===== config.mk =====
export PLATFORM = sky130hd
export DESIGN_NAME = clk_period_meter
export DESIGN_NICKNAME = d
export VERILOG_FILES = /design/src/rtl/clk_meas_pkg.sv /design/src/rtl/sig_sync_edge.sv /design/src/rtl/clk_period_meter.sv
export SDC_FILE = /design/constraint.sdc
export NUM_CORES = 1
export LEC_CHECK = 0
export ABC_AREA = 1
export CORE_MARGIN = 3
export CORE_UTILIZATION = 45
export CTS_CLUSTER_SIZE = 30
export DETAILED_ROUTE_END_ITERATION = 8
export PLACE_DENSITY = 0.79
export SYNTH_ARGS = -nofsm -noshare
export SYNTH_HDL_FRONTEND = slang
export SYNTH_SLANG_ARGS = --single-unit
export TNS_END_PERCENT = 50

===== constraint.sdc =====
create_clock -name inclk -period 2.25 [get_ports inclk]
set_input_delay 0.225 -clock inclk [delete_from_list [all_inputs] [get_ports inclk]]
set_output_delay 0.225 -clock inclk [all_outputs]
set_load 0.05 [all_outputs]

===== src/rtl/clk_meas_pkg.sv =====
// Shared types and defaults for the slow-clock period meter and its helpers.
package clk_meas_pkg;

   localparam int DEF_WIDTH      = 32;
   localparam int DEF_TIMEOUT    = 2**24;
   localparam int DEF_LOCK_COUNT = 4;

   // Cycles after reset release before the synchronizer output reflects sig_in.
   localparam int SETTLE_CYCLES  = 2;

   typedef enum logic [2:0] {
      SEARCH,
      ARM,
      HIGH,
      LOW,
      STALL
   } meas_state_e;

endpackage


===== src/rtl/sig_sync_edge.sv =====
// Two-flop synchronizer for an asynchronous level plus rise/fall detection
// against a one-cycle history of the synchronized value.
module sig_sync_edge (
   input  logic inclk,
   input  logic Reset,
   input  logic sig_in,
   output logic s,
   output logic rise,
   output logic fall
);

   logic meta_q;
   logic sync_q;
   logic hist_q;

   // NOTE: non-blocking assignments make the three flops shift as one chain;
   // blocking ones would collapse the synchronizer into a single stage.
   always_ff @(posedge inclk or negedge Reset) begin
      if (!Reset) begin
         meta_q <= 1'b0;
         sync_q <= 1'b0;
         hist_q <= 1'b0;
      end else begin
         meta_q <= sig_in;
         sync_q <= meta_q;
         hist_q <= sync_q;
      end
   end

   assign s    = sync_q;
   assign rise =  sync_q & ~hist_q;
   assign fall = ~sync_q &  hist_q;

endmodule


===== src/rtl/clk_period_meter.sv =====
// Measures high, low and full-period lengths of a slow asynchronous square
// wave in inclk cycles, with lock detection and stall timeout.
module clk_period_meter
   import clk_meas_pkg::*;
#(
   parameter int WIDTH      = DEF_WIDTH,
   parameter int TIMEOUT    = DEF_TIMEOUT,
   parameter int LOCK_COUNT = DEF_LOCK_COUNT
) (
   input  logic             inclk,
   input  logic             Reset,
   input  logic             sig_in,
   output logic [WIDTH-1:0] high_count,
   output logic [WIDTH-1:0] low_count,
   output logic [WIDTH-1:0] period_count,
   output logic             meas_valid,
   output logic             locked,
   output logic             timeout
);

   localparam int MW = $clog2(LOCK_COUNT);
   localparam logic [WIDTH-1:0] TIMEOUT_W = WIDTH'(TIMEOUT);
   localparam logic [WIDTH-1:0] SETTLE_W  = WIDTH'(SETTLE_CYCLES);
   localparam logic [WIDTH-1:0] ONE_W     = WIDTH'(1);
   localparam logic [MW-1:0]    MATCH_MAX = MW'(LOCK_COUNT - 1);

   logic s;
   logic rise;
   logic fall;

   sig_sync_edge u_sync (
      .inclk  (inclk),
      .Reset  (Reset),
      .sig_in (sig_in),
      .s      (s),
      .rise   (rise),
      .fall   (fall)
   );

   meas_state_e      state_q;
   logic [WIDTH-1:0] cnt_q;
   logic [WIDTH-1:0] high_len_q;
   logic [WIDTH-1:0] prev_period_q;
   logic             prev_valid_q;
   logic [MW-1:0]    match_q;
   logic [WIDTH-1:0] high_count_q;
   logic [WIDTH-1:0] low_count_q;
   logic [WIDTH-1:0] period_count_q;
   logic             meas_valid_q;
   logic             locked_q;
   logic             timeout_q;

   logic [WIDTH-1:0] cnt_d;
   logic [WIDTH-1:0] period_d;
   logic [MW-1:0]    match_d;
   logic             at_timeout;

   // NOTE: every always_comb output gets a default before any branch, so no
   // path leaves a signal unassigned and no latch is inferred.
   always_comb begin
      at_timeout = (cnt_q == TIMEOUT_W);
      cnt_d      = at_timeout ? cnt_q : cnt_q + ONE_W;
      period_d   = high_len_q + cnt_q;
      match_d    = '0;
      if (prev_valid_q && (period_d == prev_period_q)) begin
         match_d = (match_q == MATCH_MAX) ? match_q : match_q + MW'(1);
      end
   end

   always_ff @(posedge inclk or negedge Reset) begin
      if (!Reset) begin
         state_q        <= SEARCH;
         cnt_q          <= '0;
         high_len_q     <= '0;
         prev_period_q  <= '0;
         prev_valid_q   <= 1'b0;
         match_q        <= '0;
         high_count_q   <= '0;
         low_count_q    <= '0;
         period_count_q <= '0;
         meas_valid_q   <= 1'b0;
         locked_q       <= 1'b0;
         timeout_q      <= 1'b0;
      end else begin
         meas_valid_q <= 1'b0;
         cnt_q        <= cnt_d;

         unique case (state_q)
            // The synchronizer resets to 0, so s is only trusted once the
            // settle window has passed; otherwise a high sig_in at release
            // would look like a rise and yield a partial first phase.
            SEARCH: begin
               if ((cnt_q >= SETTLE_W) && !s) begin
                  state_q <= ARM;
               end
            end

            ARM: begin
               if (rise) begin
                  state_q <= HIGH;
                  cnt_q   <= ONE_W;
               end
            end

            HIGH: begin
               if (fall) begin
                  high_len_q <= cnt_q;
                  cnt_q      <= ONE_W;
                  state_q    <= LOW;
               end else if (at_timeout) begin
                  state_q      <= STALL;
                  timeout_q    <= 1'b1;
                  locked_q     <= 1'b0;
                  match_q      <= '0;
                  prev_valid_q <= 1'b0;
               end
            end

            LOW: begin
               if (rise) begin
                  state_q        <= HIGH;
                  cnt_q          <= ONE_W;
                  high_count_q   <= high_len_q;
                  low_count_q    <= cnt_q;
                  period_count_q <= period_d;
                  meas_valid_q   <= 1'b1;
                  prev_period_q  <= period_d;
                  prev_valid_q   <= 1'b1;
                  match_q        <= match_d;
                  locked_q       <= (match_d == MATCH_MAX);
               end else if (at_timeout) begin
                  state_q      <= STALL;
                  timeout_q    <= 1'b1;
                  locked_q     <= 1'b0;
                  match_q      <= '0;
                  prev_valid_q <= 1'b0;
               end
            end

            STALL: begin
               if (rise) begin
                  timeout_q <= 1'b0;
                  state_q   <= HIGH;
                  cnt_q     <= ONE_W;
               end
            end

            default: begin
               state_q <= SEARCH;
            end
         endcase
      end
   end

   assign high_count   = high_count_q;
   assign low_count    = low_count_q;
   assign period_count = period_count_q;
   assign meas_valid   = meas_valid_q;
   assign locked       = locked_q;
   assign timeout      = timeout_q;

endmodule


After elaboration in Yosys (flattened, before gate mapping)

Cells that the tools add are included.

Add/subtract/negate cells: 3
Multiply operators: 0
Div/mod/pow operators: 0
Order comparisons: 1
Equality and inequality tests: 13
Shift operators: 0
Mux-type cells: 31
Bitwise logic cells: 4
Reductions and logical operators: 13

Operator list:

| operator              | count |
|---|---|
| $mux 32               | 3 |
| $pmux 32 s2           | 1 |
| $add 32x1->32 const B | 1 |
| $add 32x32->32        | 1 |
| $eq 32x25->1 const B  | 1 |
| $eq 32x32->1          | 1 |
| $ge 32x2->1 const B   | 1 |
| $mux 3                | 5 |
| $mux 1                | 12 |
| $pmux 3 s4            | 1 |
| $mux 2                | 5 |
| $ne 2x2->1 const B    | 4 |
| $reduce_and 2->1      | 4 |
| $eq 3x2->1 const B    | 2 |
| $eq 2x2->1 const B    | 2 |
| $pmux 1 s2            | 2 |
| $pmux 2 s2            | 1 |
| $reduce_and 4->1      | 1 |
| $eq 3x1->1 const B    | 1 |
| $eq 3x3->1 const B    | 1 |
| $logic_not 3->1       | 1 |
| $pmux 1 s3            | 1 |
| $reduce_bool 3->1     | 1 |
| $reduce_or 3->1       | 1 |
| 8 further kinds       | 11 |

Register bits: 172
Latch bits: 0
RAM bits: 0
ROM bits: 0
Bits of input ports: 3
Output and inout port bits: 99
Logic and storage cells: 79
Memories: 0

Depth between registers and ports, before layout

Word-level depth: 7
Depth in mapped cells: 20
Mapped depth without buffers: 20

Modules after synthesis

From an unflattened synthesis, not the netlist that was laid out.

Cell total of the unflattened synthesis: 1423
Area, all modules: 10043.4 um^2

By module, submodules not included:

| module           | instances | cells each | area each (um^2) | seq. area each (um^2) |
|---|---|---|---|---|
| clk_period_meter | 1         | 1416       | 9953.3           | 4229.1 |
| sig_sync_edge    | 1         | 7          | 90.1             | 75.1 |

Least setup slack after synthesis

No wires, ideal clock.

Path type: reg-to-reg
Start: register cnt_q[0]
End: register match_q[0]
Library setup time: 0.076 ns
Data arrival time: 2.314 ns
Required time: 2.174 ns
Path slack: -0.141 ns
Cell stages (with the launch flop): 18
Path buffers: 0
Clock period less this slack: 2.391 ns
Path through: dfrtp_1 ha_1 fa_1 nand3_1 nand2_1 nand2_1 nand2_2 nand2_1 nand2_1 nand2_1 nand3_1 nand3_1 nand2_1 nor2_1 nand2_1 nor2_1 nand3_1 o21ai_1

Cells in the longest elaborated chain, start to end: 6
Elaborated cells between the ends (all ways): 9
Those cells by class: add/sub: 1; eq/ne: 2; mux: 5; reduce/logical: 1

Ends and longest elaborated chain:

| what                   | RTL line                | source |
|---|---|---|
| from (decl)            | clk_period_meter.sv:41  | `logic [WIDTH-1:0] cnt_q;` |
| from (signal assigned) | clk_period_meter.sv:86  | `cnt_q <= cnt_d;` |
| $add 32x32->32         | clk_period_meter.sv:63  | `period_d = high_len_q + cnt_q;` |
| $eq 32x32->1           | clk_period_meter.sv:65  | `if (prev_valid_q && (period_d == prev_period_q)) begin` |
| $logic_and 1x1->1      | clk_period_meter.sv:65  |  |
| $mux 2                 | clk_period_meter.sv:65  |  |
| $mux 2                 | clk_period_meter.sv:120 | `if (rise) begin` |
| $pmux 2 s2 (*)         | clk_period_meter.sv:88  | `unique case (state_q)` |
| to (signal assigned)   | clk_period_meter.sv:129 | `match_q <= match_d;` |
| to (decl)              | clk_period_meter.sv:45  | `logic [MW-1:0] match_q;` |

Every way passes the cells marked *; elsewhere a longest branch is shown, timed or not. The select of a mux whose other input is x is not followed.
A chain may end at the register's enable or synchronous reset.

Worst setup path in the final report

Start: register cnt_q[4]
End: register locked_q, in the netlist locked

Cells in the longest elaborated chain, start to end: 7
Elaborated cells between the ends (all ways): 10
Those cells by class: add/sub: 1; eq/ne: 3; mux: 5; reduce/logical: 1

Ends and longest elaborated chain:

| what                 | RTL line                | source |
|---|---|---|
| $add 32x32->32       | clk_period_meter.sv:63  |  |
| $eq 32x32->1         | clk_period_meter.sv:65  |  |
| $logic_and 1x1->1    | clk_period_meter.sv:65  |  |
| $mux 2               | clk_period_meter.sv:65  |  |
| $eq 2x2->1           | clk_period_meter.sv:130 | `locked_q <= (match_d == MATCH_MAX);` |
| $mux 1               | clk_period_meter.sv:120 |  |
| $pmux 1 s2 (*)       | clk_period_meter.sv:88  |  |
| to (signal assigned) | clk_period_meter.sv:130 |  |
| to (decl)            | clk_period_meter.sv:50  | `logic locked_q;` |

Marked as above.

==> results.sh <==
export IMPL_min_path_type="input pin to register"
export IMPL_synth_xor_area_frac=0.0136
export IMPL_cp_start_kind="register"
export IMPL_post_drt_wl_per_cell_um=16.1
export IMPL_io_pins=102
export IMPL_synth_compound_gate_area_share=0.0929
export IMPL_die_y_um=156
export IMPL_htreeDepth=4
export IMPL_synthSimpleGateAreaFrac=0.330
export IMPL_synth_area_mux_share=0
export IMPL_grt_pass1_vias=9808
export IMPL_cts_buffer_depth=2
export IMPL_worstMarginPinSlew_ps=641
export IMPL_drive_above_1_share=0.190
export IMPL_synth_top_area_frac=0.428
export IMPL_core_sq_mm=0.0219
export IMPL_antenna_cells=0
export IMPL_gr_total_overflow=0
export IMPL_dr_pass1_iters=6
export IMPL_synth_cells=1437
export IMPL_port_buffers=101
export IMPL_clockRootBuffer="clkbuf_16"
export IMPL_ys_top_cells_by_area="dfrtp_1, nand2_1, inv_1"
export IMPL_path_clk_slew_ps=70
export IMPL_hold_viol=0
export IMPL_syn_area_per_cell_sq_um=7.00
export IMPL_leakage_uw=0.00702
export IMPL_critPathRequiredTime_ps=2620
export IMPL_synth_cell_type_count=41
export IMPL_status="finished with violations"
export IMPL_finalMaxSlewViolations=0
export IMPL_fp_dieW_um=156
export IMPL_clock_latency_ps=440
export IMPL_synthArstFlopShare=1.00
export IMPL_drtAntennaViolNets=0
export IMPL_relSlewSlack=0.572
export IMPL_synthFlopType="dfrtp_1"
export IMPL_endpoint_kind="register"
export IMPL_grt_usage=0.260
export IMPL_numCtsBuffers=17
export IMPL_routed_wl_um=32200
export IMPL_final_cell_mix="nand2_1, inv_1, buf_4"
export IMPL_dp_hpwl_um=23700
export IMPL_setup_slack_ps=-379
export IMPL_min_to="u_sync.meta_q$_DFF_PN0_"
export IMPL_synth_seq_area_share=0.428
export IMPL_start_util=0.460
export IMPL_ys_ff_latch=172
export IMPL_worstSetupPathType="register to register"
export IMPL_final_area_sq_mm=0.0138
export IMPL_synth_top_family_by_area="simple AND/OR/NAND/NOR gates"
export IMPL_violations="setup timing"
export IMPL_setup_viol=8
export IMPL_skew_ps=10.2
export IMPL_drtIter0Drc=1064
export IMPL_synth_fp_nets=1475
export IMPL_crit_path_max_fanout=3
export IMPL_dieArea_sq_mm=0.0242
export IMPL_syn2layout_area_growth_pct=37.3
export IMPL_drc_errors=0
export IMPL_min_period_ps=2630
export IMPL_arrival_ps=3000
export IMPL_cts_tree="built"
export IMPL_grt_max_degree=66
export IMPL_antenna_found_initial=0
export IMPL_yosys_warnings=0
export IMPL_p_total_uw=9920
export IMPL_holdPathStages=1
export IMPL_rsz0062_at_grt="true"
export IMPL_r2r_end="locked$_DFFE_PN0P_"
export IMPL_rr_worst_depth=17
export IMPL_ir_drop_mv=0.496
export IMPL_timing_final_crit_share=1.17
export IMPL_clock_fmax_ghz=0.380
export IMPL_layout_commonest_cell="nand2_1"
export IMPL_yosys_area_top_type="dfrtp_1"
export IMPL_syn_area_sq_mm=0.0101
export IMPL_gp_congestion=0.950
export IMPL_drv_cap=0
export IMPL_vias_per_cell=5.26
export IMPL_nNetsFinal=1745
export IMPL_synth_edff_count=0
export IMPL_power_density_mw_per_mm2=718
export IMPL_r2r_slack_ps=-380
export IMPL_num_vias=10500
export IMPL_place_area_sq_mm=0.0126
export IMPL_r2r_start="cnt_q[4]$_DFF_PN0_"
export IMPL_cts_sinks=172
export IMPL_rows=54
export IMPL_grt_pass1_wl_um=50200
export IMPL_hp_start="sig_in"
export IMPL_synth_fa_ha_area_frac=0.0443
## synth_stat cells, drive strengths merged, types with 2 or more instances
| cell | n |
|---|---|
| nand4 | 16 |
| a31oi | 2 |
| a22oi | 2 |
| inv | 211 |
| nor3 | 24 |
| nor4 | 12 |
| clkbuf | 31 |
| ha | 34 |
| o21ai | 120 |
| a21o | 2 |
| nand3 | 97 |
| nor2 | 94 |
| xor2 | 8 |
| nand3b | 8 |
| xnor2 | 5 |
| a21oi | 46 |
| nand2 | 540 |
| dfrtp | 172 |
## where the power goes
| part | leakage, uW | internal, uW | switching [uW] |
|---|---|---|---|
| Combinational | 0.00437 | 1250 | 1870 |
| Sequential | 0.00235 | 3330 | 257 |
| Clock | 0.000303 | 1820 | 1390 |
| Total | 0.00702 | 6400 | 3520 |
## worst max-delay path: stages (launching register included)
cell	delay (ps)
dfrtp_2	470
ha_4	280
nand2_1	60
nand2_1	100
a21oi_2	220
nand2_1	120
buf_4	150
nand2_1	70
nand3_1	80
nand2_1	80
nand2_1	100
nand2_1	80
nand2_1	60
nor2_2	110
nand3_1	130
nor2_4	160
nand4_1	130
a21oi_2	150
## layer usage
metal  global-route usage  vias to the layer above  part of all wire
li1                     -                     5092                 -
met1                0.369                     4890              0.44
met2                0.417                      469              0.47
met3               0.0413                       72             0.072
met4               0.0684                        0             0.024
met5                    0                        -                 0
## how the worst max path moves through the flow
stage	startpoint	cells after the start	slack, ps	endpoint
finish	cnt_q[4]$_DFF_PN0_	17	-380	locked$_DFFE_PN0P_
global placement	cnt_q[0]$_DFF_PN0_	17	-450	match_q[1]$_DFFE_PN0P_
floorplan	cnt_q[0]$_DFF_PN0_	17	-20	match_q[0]$_DFFE_PN0P_
global route	cnt_q[13]$_DFF_PN0_	16	-620	locked$_DFFE_PN0P_
CTS	cnt_q[0]$_DFF_PN0_	15	-390	locked$_DFFE_PN0P_
detailed placement	cnt_q[0]$_DFF_PN0_	17	-550	locked$_DFFE_PN0P_
## stage by stage
step / instances / setup slack, ps / hold slack, ps / setup TNS (ps) / utilization
finish: 2000 / -379 / 216 / -1180 / 0.631
global route: 2000 / -619 / 223 / -2990 / 0.631
CTS: 1992 / -385 / 201 / -1080 / 0.610
detailed placement: 1956 / -552 / 265 / -1800 / 0.577
global placement: 1956 / -455 / 260 / -1410 / 0.577
floorplan: 1437 / -16.7 / -70.6 / -43.9 / -
## timing repair
| action | 4_1_cts | 5_1_grt |
|---|---|---|
| hold buffers | 1 | 0 |
| setup endpoints to repair | 12 | 27 |
| hold endpoints to repair | 58 | 0 |
| pin swaps | 3 | 15 |
| resized for setup | 17 | 88 |
| buffers inserted | 3 | 9 |
## state kept, by name, indices dropped and copies added, names as in the netlist
signal / flops
state_q: 3
timeout: 1
meas_valid: 1
period_count: 32
high_count: 32
u_sync.meta_q: 1
u_sync.hist_q: 1
prev_valid_q: 1
high_len_q: 32
cnt_q: 32
u_sync.s: 1
match_q: 2
low_count: 32
locked: 1
## cells by family after synthesis
family	after synthesis
and+or+nand+nor	793
AOI/OAI and AO/OA	179
DFF	172
xor gates and xnor gates	14
buffers and inverters	244
adders and majority gates	35
## cell type report
cell class / instances / area (sq um)
Fill cell: 1817 / 8080
Clock inverter: 12 / 174
Inverter: 212 / 805
Timing Repair Buffer: 283 / 2430
Sequential cell: 172 / 4310
Multi-Input combinational cell: 1021 / 5300
Tap cell: 280 / 350
Clock buffer: 20 / 447
No activity file was read; power rests on OpenSTA's default activity.
